### src/rtl/task_pkg.sv
// Shared definitions for the task blocks and the task sorter: opcodes,
// op-word and sorter-byte field positions, and the sorter state encoding.
package task_pkg;

   localparam logic [3:0] OP_READY   = 4'b0001;
   localparam logic [3:0] OP_SUSPEND = 4'b0010;
   localparam logic [3:0] OP_WAIT    = 4'b0011;
   localparam logic [3:0] OP_KILL    = 4'b0100;
   localparam logic [3:0] OP_PRIO    = 4'b0101;
   localparam logic [3:0] OP_HIT     = 4'b0110;
   localparam logic [3:0] OP_EXEC    = 4'b0111;
   localparam logic [3:0] OP_FINISH  = 4'b1111;

   // op word: {4'b0000, id, opcode, arg}
   localparam int OP_ID_LSB   = 8;
   localparam int OP_CODE_LSB = 4;
   localparam int OP_ARG_LSB  = 0;

   // sorter byte: {id, priority}; 8'h00 means not ready
   localparam int SB_ID_LSB   = 4;
   localparam int SB_PRIO_LSB = 0;

   typedef enum logic [2:0] {
      ST_IDLE,
      ST_SCAN,
      ST_DISPATCH,
      ST_SLICE,
      ST_FINISH
   } sorter_state_t;

   function automatic logic [15:0] make_op(input logic [3:0] id, input logic [3:0] code);
      logic [15:0] op;
      op = 16'h0000;
      op[OP_ID_LSB +: 4]   = id;
      op[OP_CODE_LSB +: 4] = code;
      op[OP_ARG_LSB +: 4]  = 4'h0;
      return op;
   endfunction

   function automatic logic [3:0] sb_id(input logic [7:0] b);
      return b[SB_ID_LSB +: 4];
   endfunction

   function automatic logic [3:0] sb_prio(input logic [7:0] b);
      return b[SB_PRIO_LSB +: 4];
   endfunction

endpackage

### src/rtl/task_sorter_cmp.sv
// Candidate-versus-best compare for the sorter scan; strict priority compare
// so the earliest index wins ties, and empty (8'h00) candidates never win.
module task_sorter_cmp
   import task_pkg::*;
(
   input  logic [7:0] cand,
   input  logic [7:0] best,
   output logic       take
);

   always_comb begin
      take = (cand != 8'h00) &&
             ((best == 8'h00) || (sb_prio(cand) > sb_prio(best)));
   end

endmodule

### src/rtl/task_sorter.sv
// Task scheduler: snapshots the ready bytes, scans them for the highest
// priority, issues Execute/Finish around a fixed quantum, forwards host ops.
//
// state       | meaning
// ST_IDLE     | snapshot in_tasks each cycle, accept host ops
// ST_SCAN     | walk snapshot one entry per cycle keeping the best
// ST_DISPATCH | issue Execute to the winner, clear quantum counter
// ST_SLICE    | count the quantum, accept host ops except on the last count
// ST_FINISH   | issue Finish to the running task
module task_sorter
   import task_pkg::*;
#(
   parameter int N_TASKS = 8,
   parameter int QUANTUM = 1000,
   parameter int CNT_W   = 16
) (
   input  logic                 CLK,
   input  logic                 RST_N,
   input  logic [8*N_TASKS-1:0] in_tasks,
   input  logic [15:0]          host_op,
   input  logic                 host_valid,
   output logic                 host_ready,
   output logic [15:0]          out_op,
   output logic [3:0]           out_current,
   output logic                 busy
);

   localparam logic [3:0]       IDX_LAST = 4'(N_TASKS - 1);
   localparam logic [CNT_W-1:0] Q_LAST   = CNT_W'(QUANTUM - 1);

   sorter_state_t        state, state_nxt;
   logic [8*N_TASKS-1:0] snap, snap_nxt;
   logic [3:0]           idx, idx_nxt;
   logic [7:0]           best, best_nxt, best_sel, cand;
   logic [CNT_W-1:0]     cnt, cnt_nxt;
   logic [15:0]          op_nxt;
   logic [3:0]           cur_nxt;
   logic                 ready_nxt, busy_nxt, take, xfer;

   always_comb begin
      cand = 8'h00;
      for (int i = 0; i < N_TASKS; i++) begin
         if (idx == 4'(i)) cand = snap[8*i +: 8];
      end
   end

   task_sorter_cmp u_cmp (
      .cand (cand),
      .best (best),
      .take (take)
   );

   assign best_sel = take ? cand : best;
   assign xfer     = host_valid && host_ready;

   always_comb begin
      state_nxt = state;
      snap_nxt  = snap;
      idx_nxt   = idx;
      best_nxt  = best;
      cnt_nxt   = cnt;
      op_nxt    = 16'h0000;
      cur_nxt   = out_current;
      case (state)
         ST_IDLE: begin
            snap_nxt = in_tasks;
            idx_nxt  = 4'd0;
            best_nxt = 8'h00;
            if (xfer) op_nxt = host_op;
            if (|in_tasks) state_nxt = ST_SCAN;
         end
         ST_SCAN: begin
            best_nxt = best_sel;
            idx_nxt  = idx + 4'd1;
            if (idx == IDX_LAST) state_nxt = (best_sel != 8'h00) ? ST_DISPATCH : ST_IDLE;
         end
         ST_DISPATCH: begin
            op_nxt    = make_op(sb_id(best), OP_EXEC);
            cur_nxt   = sb_id(best);
            cnt_nxt   = '0;
            state_nxt = ST_SLICE;
         end
         ST_SLICE: begin
            cnt_nxt = cnt + 1'b1;
            if (xfer) op_nxt = host_op;
            if (cnt == Q_LAST) state_nxt = ST_FINISH;
         end
         ST_FINISH: begin
            op_nxt    = make_op(out_current, OP_FINISH);
            cur_nxt   = 4'h0;
            state_nxt = ST_IDLE;
         end
         default: state_nxt = ST_IDLE;
      endcase
      // host is held off on the last quantum count so Finish owns the bus
      ready_nxt = (state_nxt == ST_IDLE) ||
                  ((state_nxt == ST_SLICE) && (cnt_nxt != Q_LAST));
      busy_nxt  = (state_nxt != ST_IDLE);
   end

   always_ff @(posedge CLK) begin
      if (!RST_N) begin
         state       <= ST_IDLE;
         snap        <= '0;
         idx         <= 4'd0;
         best        <= 8'h00;
         cnt         <= '0;
         out_op      <= 16'h0000;
         out_current <= 4'h0;
         host_ready  <= 1'b0;
         busy        <= 1'b0;
      end else begin
         state       <= state_nxt;
         snap        <= snap_nxt;
         idx         <= idx_nxt;
         best        <= best_nxt;
         cnt         <= cnt_nxt;
         out_op      <= op_nxt;
         out_current <= cur_nxt;
         host_ready  <= ready_nxt;
         busy        <= busy_nxt;
      end
   end

endmodule
### config.mk
export PLATFORM = sky130hd
export DESIGN_NAME = task_sorter
export DESIGN_NICKNAME = d
export VERILOG_FILES = /design/src/rtl/task_pkg.sv /design/src/rtl/task_sorter_cmp.sv /design/src/rtl/task_sorter.sv
export SDC_FILE = /design/constraint.sdc
export NUM_CORES = 1
export LEC_CHECK = 0
export ABC_CLOCK_PERIOD_IN_PS = 4700
export BUFFER_PORTS_ARGS = -buffer_cell sky130_fd_sc_hd__clkbuf_2
export CAP_MARGIN = 10
export CORE_UTILIZATION = 56
export CTS_CLUSTER_DIAMETER = 80
export DETAILED_ROUTE_END_ITERATION = 16
export PLACE_DENSITY = 0.8
export SYNTH_ARGS = -nofsm -noshare
export SYNTH_HDL_FRONTEND = slang
export SYNTH_HIERARCHICAL = 1
export SYNTH_SLANG_ARGS = --single-unit
### constraint.sdc
create_clock -name CLK -period 4.7 [get_ports CLK]
set_input_delay 0.47 -clock CLK [delete_from_list [all_inputs] [get_ports CLK]]
set_output_delay 0.47 -clock CLK [all_outputs]
set_load 0.05 [all_outputs]
# == After elaboration in Yosys (flattened, before gate mapping) ==
# Index checks and enable logic that the tools add are counted.
# totals
register_bits,117
elab_cells,62
output_inout_bits,22
# op_classes
add_sub_neg,2
eq_ne,14
n_mux,20
n_reduce_logical,16
magnitude_cmp,1
# op_table
operator,n
two-way mux 8 bit,9
OR reduction 64 bit,1
case mux 16 bit (3 select lines),1
case mux 16 bit (2 select lines),1
"adder 16 x 1 -> 16 bit, second input constant",1
"== test 16 x 10 -> 1 bit, second input constant",1
"== test 4 x 3 -> 1 bit, second input constant",4
two-way mux 16 bit,1
"!= test 16 x 10 -> 1 bit, second input constant",1
case mux 4 bit (2 select lines),2
case mux 8 bit (2 select lines),1
nonzero test 8 bit,2
case mux 3 bit (4 select lines),1
"== test 3 x 2 -> 1 bit, second input constant",3
two-way mux 3 bit,3
"== test 4 x 2 -> 1 bit, second input constant",2
logical NOT 8 bit,1
logical NOT 3 bit,2
"adder 4 x 1 -> 4 bit, second input constant",1
"== test 4 x 1 -> 1 bit, second input constant",1
greater-than comparator 4 bit,1
logical NOT 4 bit,1
nonzero test 2 bit,2
"== test 3 x 1 -> 1 bit, second input constant",1
other kinds (6),9

# == Logic depth before layout (Yosys ltp) ==
# Gate-level depths: netlist of run 1.
# logic_depth
depth_word,20
mapped_depth,21
mapped_depth_nobuf,18

# == Modules after synthesis ==
# Netlist of run 1, hierarchy kept.
# by_module_without_submodules
module,instances,seq_area_each_um2,area_per_inst_um2,cells_each
task_sorter,1,2342.2,5769.3,760
task_sorter_cmp,1,0.0,136.4,20

# == Least setup slack after synthesis of run 1 ==
# Ideal clock, no wire load.
# synth_timing
path_kind,reg2reg
from,register idx[0]
to,register state[1]
slack_ps,896
period_less_slack_ps,3804
arrival_time_ps,3690
path_buffers,4
stages_incl_launch_ff,21
path_cell_list,dfxtp_1 -> inv_1 -> ha_1 -> buf_2 -> buf_1 -> a21oi_1 -> a21oi_1 -> o21a_1 -> o21ai_0 -> ha_1 -> nand2_1 -> o21bai_1 -> o2bb2ai_1 -> a22oi_1 -> clkbuf_1 -> clkbuf_1 -> a21oi_1 -> a311o_1 -> a211oi_1 -> a211oi_1 -> o21a_1
# synth_via
elab_chain_cells,17
# synth_rtl
element,line_no,rtl
start: declaration,task_sorter.sv:33,"logic [3:0] idx, idx_nxt;"
start signal: assignment,task_sorter.sv:115,idx <= idx_nxt;
logical NOT 4 bit,task_sorter.sv:43,if (idx == 4'(i)) cand = snap[8*i +: 8];
two-way mux 8 bit (7 in series),task_sorter.sv:43,
two-way mux 8 bit (*),task_sorter.sv:43,
net cand[3],task_sorter.sv:34,"logic [7:0] best, best_nxt, best_sel, cand;"
greater-than comparator 4 bit,task_sorter_cmp.sv:13,((best == 8'h00) || (sb_prio(cand) > sb_prio(best)));
logical OR 1 bit,task_sorter_cmp.sv:13,
logical AND 1 bit (*),task_sorter_cmp.sv:12,take = (cand != 8'h00) &&
net take,task_sorter.sv:38,"logic ready_nxt, busy_nxt, take, xfer;"
two-way mux 8 bit (*),task_sorter.sv:53,assign best_sel = take ? cand : best;
nonzero test 8 bit (*),task_sorter.sv:75,if (idx == IDX_LAST) state_nxt = (best_sel != 8'h00) ? ST_DISPATCH : ST_IDLE;
two-way mux 2 bit (*),task_sorter.sv:75,
two-way mux 3 bit (*),task_sorter.sv:75,
case mux 3 bit (4 select lines) (*),task_sorter.sv:64,case (state)
end signal: assignment,task_sorter.sv:113,state <= state_nxt;
end: declaration,task_sorter.sv:31,"sorter_state_t state, state_nxt;"
# The timed path passes the listed nets; every way through them passes the cells marked *.
# A chain may end at the register's enable or synchronous reset.

# == Worst setup path after layout of run 1 ==
# layout_timing
from,register idx[0]
to,register busy
# layout_via
elab_chain_cells,18
# layout_rtl
element,line_no,rtl
logical NOT 4 bit,task_sorter.sv:43,
two-way mux 8 bit (7 in series),task_sorter.sv:43,
two-way mux 8 bit (*),task_sorter.sv:43,
net cand[3],task_sorter.sv:34,
greater-than comparator 4 bit,task_sorter_cmp.sv:13,
logical OR 1 bit,task_sorter_cmp.sv:13,
logical AND 1 bit (*),task_sorter_cmp.sv:12,
net take,task_sorter.sv:38,
two-way mux 8 bit (*),task_sorter.sv:53,
nonzero test 8 bit (*),task_sorter.sv:75,
two-way mux 2 bit (*),task_sorter.sv:75,
two-way mux 3 bit (*),task_sorter.sv:75,
case mux 3 bit (4 select lines) (*),task_sorter.sv:64,
nonzero test 3 bit (*),task_sorter.sv:98,busy_nxt = (state_nxt != ST_IDLE);
end signal: assignment,task_sorter.sv:121,busy <= busy_nxt;
end: declaration,task_sorter.sv:25,output logic busy
# Marked as above.

==> results of run 1 <==
[layer usage]
metal / part of all wire, % / GRT usage (%) / up-vias
li1: - / - / 2889
met3: 5.6 / 5.86 / 51
met2: 48 / 53.1 / 258
met4: 3.8 / 17.0 / 0
met5: 0 / 0 / -
met1: 43 / 36.5 / 2767
[path summary, 6_finish.rpt]
kind,start,endpoint,slack [ps]
max,idx[0],busy,420
min,host_op[3],out_op[3],150
min reg2reg,snap[36],snap[36],460
max reg2reg,idx[0],busy,420
[stage by stage]
stage / power (mW) / instance area [µm²]
2_1_floorplan: 1.32 / 5910
3_3_place_gp: 1.44 / 6430
3_5_place_dp: 1.44 / 6430
4_1_cts: 2.72 / 7020
5_1_grt: 2.81 / 7020
6_report: 2.71 / 7020
[logic make-up after synthesis]
logic type | Yosys count | share of synthesized area, %
AOI/OAI and AO/OA | 207 | 22.0
xor gates and xnor gates | 14 | 2.08
adders and majority gates | 9 | 1.91
buffers and inverters | 84 | 5.64
DFF | 117 | 39.7
muxes | 2 | 0.339
and+or+nand+nor | 347 | 28.4
[placed cells by master, fill, tap and decap left out, drive strengths merged, types with 4 or more instances in the layout]
| cell | n |
|---|---|
| nand2 | 184 |
| clkbuf | 123 |
| dfxtp | 117 |
| a21oi | 110 |
| nor2 | 46 |
| inv | 27 |
| nor4 | 23 |
| o21ai | 17 |
| nor3 | 14 |
| a211oi | 12 |
| nor2b | 11 |
| nand3b | 11 |
| and2 | 10 |
| a221oi | 9 |
| ha | 9 |
| nand3 | 8 |
| xnor2 | 8 |
| clkinvlp | 7 |
| buf | 7 |
| xor2 | 6 |
| nand2b | 6 |
| nand4 | 6 |
| nor3b | 5 |
| o211ai | 5 |
| o21a | 5 |
| o2bb2ai | 4 |
| or3 | 4 |
| a311oi | 4 |
| and3 | 4 |
| a22oi | 4 |
| a222oi | 4 |
| a22o | 4 |
| clkinv | 4 |
[worst max-delay path: cells and delay by family, from the launching register on]
| kind | cells | cell delay (ps) |
|---|---|---|
| AND/OR/NAND/NOR | 3 | 460 |
| buffers and inverters | 2 | 370 |
| adder cells (fa/ha/maj) | 2 | 920 |
| flip-flops | 1 | 410 |
| AO/OA/AOI/OAI | 11 | 1950 |
[registers in the layout, indices dropped and copies added, names as in the netlist]
name	flops
snap	64
cnt	16
out_op	16
best	8
idx	4
out_current	4
state	3
busy	1
host_ready	1
[area by class of cell]
| type | instances | area, µm² |
|---|---|---|
| tap | 136 | 170 |
| multi-input combinational | 579 | 3240 |
| inverter | 28 | 105 |
| fill | 884 | 3250 |
| clock inverter | 13 | 158 |
| clock buffer | 19 | 432 |
| timing repair buffer | 111 | 573 |
| sequential | 117 | 2340 |
[power by group through the flow]
stage               Combinational [mW]  Sequential (mW)  Clock (mW)
floorplan                        0.248             1.07           0
global placement                 0.351             1.09           0
detailed placement               0.358             1.09           0
CTS                              0.362             1.07        1.29
global route                     0.407             1.07        1.34
finish                           0.366             1.07        1.28
==> results by group, run 1 <==
Placement
  – Final Wtd Congestion: between 0.9 and 1
  – Detailed-placement wirelength estimate: between 10000 and 15000 µm
  – Port buffer count: between 100 and 150
  – Cells after DPL: between 900 and 1000
  – Pre-CTS setup slack: about 420 ps

Timing
  – Tmin final: roughly 4300 ps
  – Slew headroom: between 20% and 30%
  – Slew Viols, Final: 0
  – Final Setup Violations: 0
  – Actual slew at the worst max-slew pin: between 1000 and 1500 ps
  – Period utilization: between 90% and 100%
  – Final worst slack: roughly 420 ps
  – Hold slack: 145 ps
  – Skew final: 5.29 ps
  – Setup TNS: 0 ps
  – Final-report hold violation count: 0
  – Max Fclk: 0.234 GHz
  – RSZ-0062 raised after global routing: false

Drt
  – Routed wire length: between 15000 and 20000 µm
  – Routed vias: between 5000 and 6000
  – DRT Pass-1 Iters: 6
  – Vias per cell: about 6
  – DRC Markers: 0
  – Antenna-violating nets left: 0
  – 1st-iter DRT viols: 458
  – Avg WL per Cell: between 15 and 20 µm

Clocking
  – Post-CTS Repair Setup Buffers: 0
  – Clk_lat worst skew: 530 ps
  – # resized after CTS: 0
  – Total CTS buffers: 17
  – Clock Path Buffers: 2
  – Hold-fix buffers, CTS: 0
  – H-tree Lvls: 4
  – Root Buffer: clkbuf_8
  – # clock sinks: roughly 120
  – Reg clk slew, reported paths: about 60 ps
  – CTS tree: yes

Cells and area
  – Util after Layout: 68.3%
  – Finished Layout Cells: roughly 1000
  – Area delta synth->final: 18.9%
  – Antenna Cells: 0
  – Post-layout nets: 946
  – Layout cell share with drive strength beyond 1: 18.1%

Power
  – Pwr Density: between 300 and 400 nW/µm²
  – Internal: approximately 2 mW
  – Leakage: ~2.8 nW
  – Worst vdd ir: around 0.23 mV
  – Sequential power share: ~39%
  – Net Switching: between 0.7 and 0.8 mW
  – Clock share of power: ~47%
  – Part of the power in combinational logic: 13.5%
  – Switch share: 26.5%

Worst setup path
  – Max FO, Critical Path: 19
  – Critical path's slowest cell: ha_1
  – Setup crit end kind: register
  – Delay of the slowest critical-path stage: between 500 and 600 ps
  – Type of element launching the critical path: register
  – Critical-path cell list: ha_1 -> or3_1 -> a21oi_1 -> a21oi_1 -> o21a_1 -> o21ai_0 -> ha_1 -> nand2_1 -> o21bai_1 -> o2bb2ai_1 -> a22oi_1 -> buf_4 -> inv_1 -> a221oi_1 -> a211oi_1 -> a2111oi_0 -> a31o_1 -> nor2_1
  – WP data arrival: around 4700 ps
  – Path depth of the worst reg2reg path: 18
  – Crit Path Class: reg -> reg
  – Worst endpoint required time: 5100 ps

Synthesis
  – Cell count after synthesis: approximately 800
  – Most frequent cells after synthesis: nand2_1 (184), dfxtp_1 (117), a21oi_1 (110)
  – Sequential fraction of the synthesis area: 39.7%
  – Cell with the most instances after synthesis: nand2_1
  – Yosys reg bits: 117
  – YS warnings: 6
  – Number of flops mapped to enable cells by yosys: 0
  – Syn Nets: between 800 and 900
  – Synth Cell Area: approximately 6000 µm²
  – Synth area leader: dfxtp_1
  – Synth top area cells: dfxtp_1 (40%), nand2_1 (12%), a21oi_1 (9.3%)
  – Netlist cell types: just under 70
  – Syn_area_per_cell: 7.57 µm²
  – Asr flop ratio synth: 0%
  – Yosys top cell area share: between 30% and 40%
  – Dominant synthesized flop cell: dfxtp_1

Job
  – Max cap viols: 0

Global route
  – GRT Util Overall: a little under a third
  – Largest net degree at the start of global routing: 65
  – Initial antenna violation count: 0
  – Gr ovfl total: 0
  – Global-route wire length before repair: around 27000 µm
  – Vias in the first global route: around 5700

Floorplanning
  – Core Footprint: around 10000 µm²
  – Ports: approximately 110
  – Rows: 37
  – Die area: 11000 µm²
  – Initial core utilization: ~57%
  – DIE WIDTH: about 100 µm
  – Die Y: around 100 µm

Run status
  – Status: complete, no violations

Worst hold path
  – Hold Crit Depth: 2
  – Hold WC Path Type: in -> reg
Power figures use the tool's default switching activity.
==> run 2: changes to the inputs <==
--- a/config.mk
+++ b/config.mk
@@ -8,6 +8,7 @@
 export ABC_CLOCK_PERIOD_IN_PS = 4700
 export BUFFER_PORTS_ARGS = -buffer_cell sky130_fd_sc_hd__clkbuf_2
 export CAP_MARGIN = 10
+export CORE_MARGIN = 1.5
 export CORE_UTILIZATION = 56
 export CTS_CLUSTER_DIAMETER = 80
 export DETAILED_ROUTE_END_ITERATION = 16
@@ -16,3 +17,4 @@
 export SYNTH_HDL_FRONTEND = slang
 export SYNTH_HIERARCHICAL = 1
 export SYNTH_SLANG_ARGS = --single-unit
+export TNS_END_PERCENT = 1
==> results by group, run 2 (same netlist as run 1, synthesis figures left out) <==
Run status
  – Status: complete, no violations

Cells and area
  – Leading cell type in the layout, fill and taps excluded: nand2_1
  – Area delta synth->final: 18.2%
  – Max reg flops: 64
  – Top flop regs: snap x64, cnt x16, out_op x16
  – Post-layout nets: approximately 950
  – Final instance area: 6980 µm²
  – Most frequent cells in the layout: nand2_1 (183), dfxtp_1 (117), a21oi_1 (110), clkbuf_2 (104), nor2_1 (45)
  – Layout cell share with drive strength beyond 1: between 10% and 20%
  – Antenna Cells: 0
  – Top reg by flops: snap

Worst setup path
  – CP Buf/Inv Count: 1
  – Setup crit end kind: register
  – Max FO, Critical Path: 18
  – Worst endpoint required time: slightly above 5000 ps
  – Crit Path Class: reg -> reg
  – Critical-path cell list: ha_1 -> or3_1 -> a221oi_1 -> a221oi_1 -> nor2_1 -> ha_1 -> nor2b_1 -> o21bai_1 -> o2bb2ai_1 -> a22oi_1 -> buf_4 -> or2_2 -> a2111oi_0 -> a31o_1 -> nor2_1
  – Delay of the slowest critical-path stage: around 590 ps
  – Type of element launching the critical path: register
  – Critical path's slowest cell: ha_1
  – WP data arrival: 4650 ps
  – Top delay family on crit path: compound AO/OA/AOI/OAI gates

Global route
  – Gr ovfl total: 0
  – Vias in the first global route: about 5500
  – GRT Util Overall: between 20% and 30%
  – Initial antenna violation count: 0
  – Largest net degree at the start of global routing: roughly 80
  – Global-route wire length before repair: roughly 26000 µm

Clocking
  – Root Buffer: clkbuf_8
  – Clock Path Buffers: 2
  – Reg clk slew, reported paths: ~50 ps
  – Total CTS buffers: 17
  – CTS tree: yes
  – Clk_lat worst skew: approximately 530 ps
  – # clock sinks: 117
  – H-tree Lvls: 4

Timing
  – RSZ-0062 raised after global routing: false
  – Final Setup Violations: 0
  – Actual slew at the worst max-slew pin: roughly 1100 ps
  – Final-report hold violation count: 0
  – Max Fclk: between 0.2 and 0.25 GHz
  – Period utilization: 90.7%
  – Hold slack: between 100 and 150 ps
  – Tmin final: 4260 ps
  – Slew Viols, Final: 0
  – Slew headroom: a little under a quarter
  – Skew final: 8.20 ps
  – Final worst slack: 436 ps
  – Setup TNS: 0 ps

Power
  – Switch share: about a quarter
  – Part of the power in combinational logic: 14.0%
  – Leakage: between 2 and 3 nW
  – Net Switching: between 0.6 and 0.7 mW
  – Internal: roughly 2.0 mW
  – Clock share of power: between 40% and 50%
  – Pwr Density: around 380 nW/µm²
  – Sequential power share: between 40% and 50%
  – Worst vdd ir: 0.247 mV

Drt
  – Vias per cell: between 5 and 6
  – Routed wire length: ~17000 µm
  – Antenna-violating nets left: 0
  – DRT Pass-1 Iters: 5
  – 1st-iter DRT viols: roughly 370
  – DRC Markers: 0
  – Avg WL per Cell: ~17 µm
  – Routed vias: just under 6000

Placement
  – Port buffer count: about 100
  – Pre-CTS setup slack: approximately 490 ps
  – Detailed-placement wirelength estimate: between 10000 and 15000 µm
  – Placed Area: roughly 6400 µm²
  – Final Wtd Congestion: roughly 0.95

Job
  – Max cap viols: 0

Floorplanning
  – DIE WIDTH: between 100 and 150 µm
  – Rows: 37
  – Die Y: between 100 and 150 µm
  – Ports: 105
  – Core Footprint: 10300 µm²
  – Initial core utilization: around 57%
  – Die area: ~11000 µm²

Worst hold path
  – Hold WC Path Type: in -> reg
## run 2: changes by cell type in the layout (fill, tap and decap cells not counted), sizes merged
cell | before | now
bufinv | 3 | 2
clkinvlp | 7 | 0
clkbuf | 123 | 128
## run 2: power groups by stage
stage	clock, mW	sequential, mW	combinational, mW
2_1_floorplan	0	1.07	0.248
6_report	1.20	1.07	0.369
3_5_place_dp	0	1.09	0.358
3_3_place_gp	0	1.08	0.349
4_1_cts	1.21	1.07	0.362
5_1_grt	1.26	1.07	0.405
## run 2: what timing repair did
item | CTS | global route
endpoints found under the setup margin | 0 | 1
setup buffers | 0 | 0
hold buffers | 0 | 0
resized for setup | 0 | 1
## run 2: layout make-up
class / count / area, µm²
Fill cell: 883 / 3300
Multi-Input combinational cell: 579 / 3240
Sequential cell: 117 / 2340
Timing Repair Buffer: 111 / 573
Clock buffer: 24 / 470
Tap cell: 136 / 170
Inverter: 28 / 105
Clock inverter: 5 / 75.1
## run 2: final timing paths
kind              slack [ps]         to  startpoint  cells after the start
setup / recovery         440       busy      idx[0]                     15
hold / removal           140  out_op[0]  host_op[0]                      2
setup reg to reg         440       busy      idx[0]                     15
hold reg to reg          450   snap[38]    snap[38]                      2
## run 2: metrics by stage
step | total power [mW] | std cells | utilization [%]
after global placement | 1.43 | 971 | 62.6
after CTS | 2.64 | 1000 | 67.9
after global routing | 2.73 | 1000 | 67.9
after floorplan | 1.32 | 780 | -
after detailed placement | 1.44 | 971 | 62.6
final | 2.64 | 1000 | 67.9
## run 2: metal layers
layer | GRT usage, % | share of wire, %
met4 | 14.6 | 3.2
met2 | 51.2 | 49
met5 | 0 | 0
met3 | 5.69 | 6.0
met1 | 36.1 | 42
